==> src/rtl/press_event_classifier.sv <==
// Classifies a debounced input into SHORT / LONG / LONG_REL events with tick-based
// press durations, held in a one-deep valid/ack buffer with a sticky overrun flag.
module press_event_classifier #(
    parameter int   CNT_WIDTH    = 16,
    parameter int   LONG_TICKS   = 1000,
    parameter logic ACTIVE_LEVEL = 1'b1
) (
    input  logic                 clk,
    input  logic                 rst,
    input  logic                 i_tick,
    input  logic                 i_in,
    input  logic                 i_evt_ack,
    input  logic                 i_ovr_clr,
    output logic                 o_evt_valid,
    output logic [1:0]           o_evt_code,
    output logic [CNT_WIDTH-1:0] o_evt_dur,
    output logic                 o_pressed,
    output logic                 o_evt_ovr
);

    localparam logic [CNT_WIDTH-1:0] LONG_VAL      = CNT_WIDTH'(LONG_TICKS);
    localparam logic [1:0]           CODE_SHORT    = 2'b01;
    localparam logic [1:0]           CODE_LONG     = 2'b10;
    localparam logic [1:0]           CODE_LONG_REL = 2'b11;

    typedef enum logic [1:0] {
        ST_IDLE    = 2'd0,
        ST_PRESSED = 2'd1,
        ST_LONG    = 2'd2
    } state_t;

    state_t               r_state;
    state_t               w_state_next;
    logic                 r_primed;
    logic                 r_act;
    logic                 r_act_q;
    logic                 r_tick;
    logic [CNT_WIDTH-1:0] r_cnt;
    logic [CNT_WIDTH-1:0] w_cnt_next;
    logic [CNT_WIDTH-1:0] w_cnt_inc;
    logic                 w_act;
    logic                 w_press;
    logic                 w_release;
    logic                 w_emit;
    logic [1:0]           w_emit_code;
    logic [CNT_WIDTH-1:0] w_emit_dur;
    logic                 w_load;
    logic                 w_drop;

    assign w_act = (i_in == ACTIVE_LEVEL);

    // The priming clock loads both level stages with the current input so a
    // level already active at reset release never looks like an edge.
    always_ff @(posedge clk or posedge rst) begin
        if (rst) begin
            r_primed <= 1'b0;
            r_act    <= 1'b0;
            r_act_q  <= 1'b0;
            r_tick   <= 1'b0;
        end else begin
            r_primed <= 1'b1;
            r_act    <= w_act;
            r_act_q  <= r_primed ? r_act : w_act;
            r_tick   <= i_tick;
        end
    end

    assign w_press   = r_primed &  r_act & ~r_act_q;
    assign w_release = r_primed & ~r_act &  r_act_q;
    assign w_cnt_inc = (&r_cnt) ? r_cnt : r_cnt + 1'b1;

    always_ff @(posedge clk or posedge rst) begin
        if (rst) begin
            r_state <= ST_IDLE;
            r_cnt   <= '0;
        end else begin
            r_state <= w_state_next;
            r_cnt   <= w_cnt_next;
        end
    end

    // A release takes priority over a coincident tick, so the tick is not counted.
    always_comb begin
        w_state_next = r_state;
        w_cnt_next   = r_cnt;
        w_emit       = 1'b0;
        w_emit_code  = CODE_SHORT;
        w_emit_dur   = r_cnt;
        case (r_state)
            ST_IDLE: begin
                if (w_press) begin
                    w_state_next = ST_PRESSED;
                    w_cnt_next   = '0;
                end
            end
            ST_PRESSED: begin
                if (w_release) begin
                    w_state_next = ST_IDLE;
                    w_emit       = 1'b1;
                    w_emit_code  = CODE_SHORT;
                end else if (r_tick) begin
                    w_cnt_next = w_cnt_inc;
                    if (w_cnt_inc == LONG_VAL) begin
                        w_state_next = ST_LONG;
                        w_emit       = 1'b1;
                        w_emit_code  = CODE_LONG;
                        w_emit_dur   = LONG_VAL;
                    end
                end
            end
            ST_LONG: begin
                if (w_release) begin
                    w_state_next = ST_IDLE;
                    w_emit       = 1'b1;
                    w_emit_code  = CODE_LONG_REL;
                end else if (r_tick) begin
                    w_cnt_next = w_cnt_inc;
                end
            end
            default: begin
                w_state_next = ST_IDLE;
            end
        endcase
    end

    assign w_load = w_emit & (~o_evt_valid | i_evt_ack);
    assign w_drop = w_emit &  o_evt_valid & ~i_evt_ack;

    always_ff @(posedge clk or posedge rst) begin
        if (rst) begin
            o_evt_valid <= 1'b0;
            o_evt_code  <= 2'b00;
            o_evt_dur   <= '0;
            o_evt_ovr   <= 1'b0;
        end else begin
            if (w_load) begin
                o_evt_valid <= 1'b1;
                o_evt_code  <= w_emit_code;
                o_evt_dur   <= w_emit_dur;
            end else if (i_evt_ack) begin
                o_evt_valid <= 1'b0;
            end
            if (w_drop) begin
                o_evt_ovr <= 1'b1;
            end else if (i_ovr_clr) begin
                o_evt_ovr <= 1'b0;
            end
        end
    end

    assign o_pressed = (r_state != ST_IDLE);

endmodule

==> config.mk <==
export PLATFORM = sky130hd
export DESIGN_NAME = press_event_classifier
export DESIGN_NICKNAME = d
export VERILOG_FILES = /design/src/rtl/press_event_classifier.sv
export SDC_FILE = /design/constraint.sdc
export NUM_CORES = 1
export LEC_CHECK = 0
export CELL_PAD_IN_SITES_DETAIL_PLACEMENT = 1
export CELL_PAD_IN_SITES_GLOBAL_PLACEMENT = 2
export CORE_MARGIN = 4
export CORE_UTILIZATION = 36
export DETAILED_ROUTE_END_ITERATION = 6
export HOLD_SLACK_MARGIN = 0.02
export PLACE_DENSITY_LB_ADDON = 0.1
export SLEW_MARGIN = 5
export SYNTH_ARGS = -nofsm -noshare
export SYNTH_HDL_FRONTEND = slang
export SYNTH_SLANG_ARGS = --single-unit
==> constraint.sdc <==
create_clock -name clk -period 3.4 [get_ports clk]
set_input_delay 1.02 -clock clk [delete_from_list [all_inputs] [get_ports clk]]
set_output_delay 1.02 -clock clk [all_outputs]
set_load 0.01 [all_outputs]
; Word-level counts from Yosys, hierarchy flattened
; Index checks and enable logic that the tools add are counted.
[op_classes]
add_sub_neg = 1
n_eq_ne = 9
n_mux = 30
bitwise_logic = 12
n_reduce_logical = 9
[op_table]
columns = cell, n
row1 = $mux W16, 8
row2 = $pmux W16 S2, 1
row3 = $mux W2, 9
row4 = $add A16 B1 Y16 const B, 1
row5 = $eq A16 B10 Y1 const B, 1
row6 = $reduce_and A16 Y1, 1
row7 = $mux W1, 9
row8 = $reduce_and A4 Y1, 2
row9 = $reduce_bool A2 Y1, 4
row10 = $and A1 B1 Y1, 7
row11 = $ne A2 B2 Y1 const B, 3
row12 = $ne A3 B3 Y1 const B, 2
row13 = $pmux W2 S3, 1
row14 = $not A1 Y1, 4
row15 = $pmux W2 S2, 1
row16 = $eq A2 B1 Y1 const B, 1
row17 = $eq A2 B2 Y1 const B, 1
row18 = $logic_not A2 Y1, 1
row19 = $ne A2 B1 Y1 const B, 1
row20 = $pmux W1 S2, 1
row21 = $reduce_or A2 Y1, 1
row22 = $or A1 B1 Y1, 1
[totals]
reg_bits = 42
inputBits = 6
out_inout_bits = 21
elab_cells = 71

; Longest topological paths before layout
[logic_depth]
ltp_word = 10
ltp_mapped = 11
ltp_nobuf = 9

; Worst setup path after synthesis
; Ideal clock, no wire load.
[synth_timing]
path_kind = register -> register
from = register r_cnt[0]
to = register o_evt_dur[5]
setup_time_ns = 0.125
arrival_time_ns = 2.513
t_required_ns = 3.275
path_slack_ns = 0.762
stages_incl_launch_ff = 11
path_buffers = 2
period_less_slack_ns = 2.638
path_cell_list = dfrtp_1 -> ha_1 -> buf_2 -> nand4_1 -> nor3_1 -> mux2i_1 -> and4bb_2 -> nand4_4 -> o21ai_4 -> buf_8 -> mux2_4
[synth_via]
elab_chain_cells = 8
word_cells_on_any_way = 13
cone_classes = 1 x add/sub / 1 x eq/ne / 9 x mux / 1 x bitwise / 1 x reduce/logical
[synth_lines]
columns = element, line_no
row1 = from (decl), 38  ; logic [CNT_WIDTH-1:0] r_cnt;
row2 = from (signal assigned), 78  ; r_cnt <= w_cnt_next;
row3 = $add A16 B1 Y16 or $reduce_and A16 Y1 (tied branches), 70  ; assign w_cnt_inc = (&r_cnt) ? r_cnt : r_cnt + 1'b1;
row4 = $mux W16 *, 70
row5 = $eq A16 B10 Y1 *, 103  ; if (w_cnt_inc == LONG_VAL) begin
row6 = $mux W1, 103
row7 = $mux W1, 101  ; end else if (r_tick) begin
row8 = $mux W1, 97  ; if (w_release) begin
row9 = $pmux W1 S2, 89  ; case (r_state)
row10 = $and A1 B1 Y1, 126  ; assign w_load = w_emit & (~o_evt_valid | i_evt_ack);
row11 = to (signal assigned), 139  ; o_evt_dur <= w_emit_dur;
row12 = to (decl), 16  ; output logic [CNT_WIDTH-1:0] o_evt_dur,
; Every way passes the cells marked *; elsewhere a longest branch is shown, timed or not.
; A chain may end at the register's enable or synchronous reset.

; Worst setup path after layout
[layout_timing]
from = register r_cnt[0]
to = register o_evt_dur[11]
; Same word-level chain as after synthesis.

==> results_dict.tcl <==
set metrics [dict create \
    outcome "finished clean" \
    synth_area_per_cell_um2 9.84 \
    final_common_cell "sky130_fd_sc_hd__dfrtp_1" \
    final_core_util 0.447 \
    multiInputGateArea_mm2 0.00129 \
    detailedPlacementHpwl_mm 4.67 \
    worst_setup_path_start_kind "flip-flop" \
    numPortBuffers 26 \
    power.ir.vdd_worst_v 0.000236 \
    min-delay-start "r_primed" \
    detail_route.first_pass.iterations 4 \
    tns_ns 0 \
    io_pins 27 \
    nFillCells 739 \
    total_routing_usage_reported_by_global_routing 0.159 \
    cp.arrival_ns 3.06 \
    ys_ff_latch 42 \
    crit-reg2reg-capture "o_evt_dur[11]" \
    worstPathMaxFanout 9 \
    met3_demand_to_capacity_share_in_global_routing 0.0275 \
    powerDensity_mw_per_mm2 500 \
    globalRoute.totalOverflow 0 \
    worstSkewPairLatency_ns 0.29 \
    num_rows 29 \
    drtAntennaViolNets 0 \
    maxCapViolations 0 \
    cts_max_level 2 \
    timing_hold_violations_final 0 \
    netlist_instances 251 \
    first_pass_grt_wire_length_mm 10.6 \
    initial_core_util 0.380 \
    number_of_enable_type_register_cells_in_the_synthesized_netlist 0 \
    achievable-frequency_mhz 347 \
    synthFlopType "sky130_fd_sc_hd__dfrtp_1" \
    fin_crit_ns 2.88 \
    grt.met1_usage 0.222 \
    route.detailed.drc 0 \
    synth.net_count 261 \
    dieArea_mm2 0.00825 \
    dieWidth_um 90.8 \
    grtUsageMet2 0.252 \
    tritoncts "done" \
    yosys.cell_types.count 63 \
    final_cell_mix "sky130_fd_sc_hd__dfrtp_1, sky130_fd_sc_hd__o21ai_0, sky130_fd_sc_hd__clkdlybuf4s50_1" \
    viasPerCell 5.61 \
    r2r_slack_ns 0.52 \
    grt_start_max_net_pins 25 \
    yosysWarnings 0 \
    path_class "reg -> reg" \
    grt.busiest_layer "met2" \
    fp.dieH_um 90.8 \
    end_kind "flip-flop" \
    grt_setup_unrepaired "no" \
    hold-path-endpoint "r_act_q" \
    count_of_antenna_diodes_in_the_layout 0 \
    clk_root_buffer_cell "sky130_fd_sc_hd__clkbuf_8" \
    max-clock-path-buffers 2 \
    postCtsResizedCells 0 \
    slew-limit-headroom 0.504 \
    tightest_slew_ns 0.740 \
    num-nets-final 289 \
    final_min_period_over_clock_period 0.847 \
    worst_r2r_startpoint "r_cnt[0]" \
    cts_setup_buffers 0 \
    cts.sinks 42 \
    crit_required_ns 3.58 \
    drv_slew 0 \
    num_vias 1993 \
    area_delta_synth_final_pct 17.4 \
    routabilityCongestion 0.783 \
    post-place-ws_ns 0.278 \
    grt_pass1_vias 1998 \
    area_of_the_mapped_netlist_mm2 0.00247 \
    leakagePower_nw 1.20 \
    area.sequential_mm2 0.00105 \
    setup_violations 0 \
    grt_antenna_before_repair 0 \
    floorplan.core_area_mm2 0.00649 \
    drt-total-wl_mm 6.22 \
    drt_iter0_markers 58 \
    whs_path_depth 1 \
    drive_gt1_frac 0.165 \
    finalClockSkew_ns 0.00872 \
    ctsHoldBuffers 0 \
    synth_seq_area_share 0.426 \
    finalWorstSetupSlack_ns 0.522 \
    hold_path.class "reg -> reg" \
    synth-async-reset-ratio 1.00 \
    timing.hold.ws_ns 0.497 \
    cts.reportedPaths.clkPinSlew_ns 0.08 \
    rr_worst_depth 9 \
    tritoncts_buffers 5 \
    wire_per_inst_um 17.5 \
]
worst max-delay path by stage:
stage	startpoint	endpoint	slack, ns	cells after the start
after floorplan	r_cnt[0]	o_evt_dur[5]	0.76	10
after global placement	i_evt_ack	o_evt_dur[11]	0.37	7
after detailed placement	i_evt_ack	o_evt_dur[11]	0.28	7
after CTS	r_cnt[0]	o_evt_dur[11]	0.50	9
after global routing	r_cnt[0]	o_evt_dur[11]	0.38	9
final	r_cnt[0]	o_evt_dur[11]	0.52	9
registers in the layout, indices dropped and copies added, names as in the netlist:
signal       flops
o_evt_dur       16
r_cnt           16
o_evt_code       2
r_state          2
o_evt_ovr        1
o_evt_valid      1
r_act            1
r_act_q          1
r_primed         1
r_tick           1
Yosys cell counts (all sizes together), types with 3 or more instances:
library cell	count	area [um^2]
buf	8	65.1
mux2i	4	40.0
o21ai	28	155
nand3	15	87.6
and2	9	60.1
and3	3	18.8
nand2b	3	18.8
dfrtp	42	1050
mux2	10	124
o21a	3	22.5
nand2	21	78.8
ha	4	50.1
or3	3	21.3
o31ai	6	45.0
a21oi	10	50.1
and4	4	38.8
nor3	5	30.0
inv	11	41.3
nand4	8	86.3
nor2	11	41.3
clkbuf	6	23.8
a31oi	3	18.8
through the flow:
step / cell area [um^2] / total power [mW] / std cells
4_1_cts: 2900 / 1.48 / 355
5_1_grt: 2900 / 1.56 / 355
6_report: 2900 / 1.45 / 355
2_1_floorplan: 2470 / 0.933 / 251
3_5_place_dp: 2820 / 1.14 / 349
3_3_place_gp: 2820 / 1.14 / 349
cell type report:
class,count,share of cell area
clock buffer,6,0.0285
inverter,11,0.0142
multi-input combinational,184,0.444
sequential,42,0.362
tap,77,0.0332
timing repair buffer,35,0.117
per-layer routing:
| metal | share of wire | vias up | wire length (um) |
|---|---|---|---|
| li1 | - | 981 | - |
| met1 | 0.50 | 974 | 3130 |
| met2 | 0.46 | 30 | 2850 |
| met3 | 0.028 | 8 | 174 |
| met4 | 0.012 | 0 | 72 |
| met5 | 0 | - | 0 |
logic make-up (layout without fill, tap and decap cells):
family                   count (synthesis)  after routing  synth area share
adder cells (fa/ha/maj)                  4              4            0.0203
other                                    1              1           0.00152
XOR/XNOR                                 1              1           0.00355
flip-flops                              42             42             0.426
AO/OA/AOI/OAI                           68             68             0.182
buffers and inverters                   25             52            0.0527
multiplexers                            14             14            0.0664
AND/OR/NAND/NOR                         96             96             0.248
critical path, cell delays in order (launching register included):
cell and delay, ns:
sky130_fd_sc_hd__dfrtp_1 0.52, sky130_fd_sc_hd__ha_1 0.31, sky130_fd_sc_hd__and4_1 0.37, sky130_fd_sc_hd__nand4_1 0.20, sky130_fd_sc_hd__xnor2_1 0.19, sky130_fd_sc_hd__a41o_1 0.27, sky130_fd_sc_hd__nand4_4 0.17, sky130_fd_sc_hd__o21ai_4 0.19
sky130_fd_sc_hd__buf_4 0.19, sky130_fd_sc_hd__mux2_2 0.35
power by group:
group          internal [mW]  total, mW  switching, mW
Combinational          0.220      0.481          0.261
Clock                  0.157      0.322          0.166
Sequential             0.569      0.646         0.0773
(Power assumes the default switching activity.)
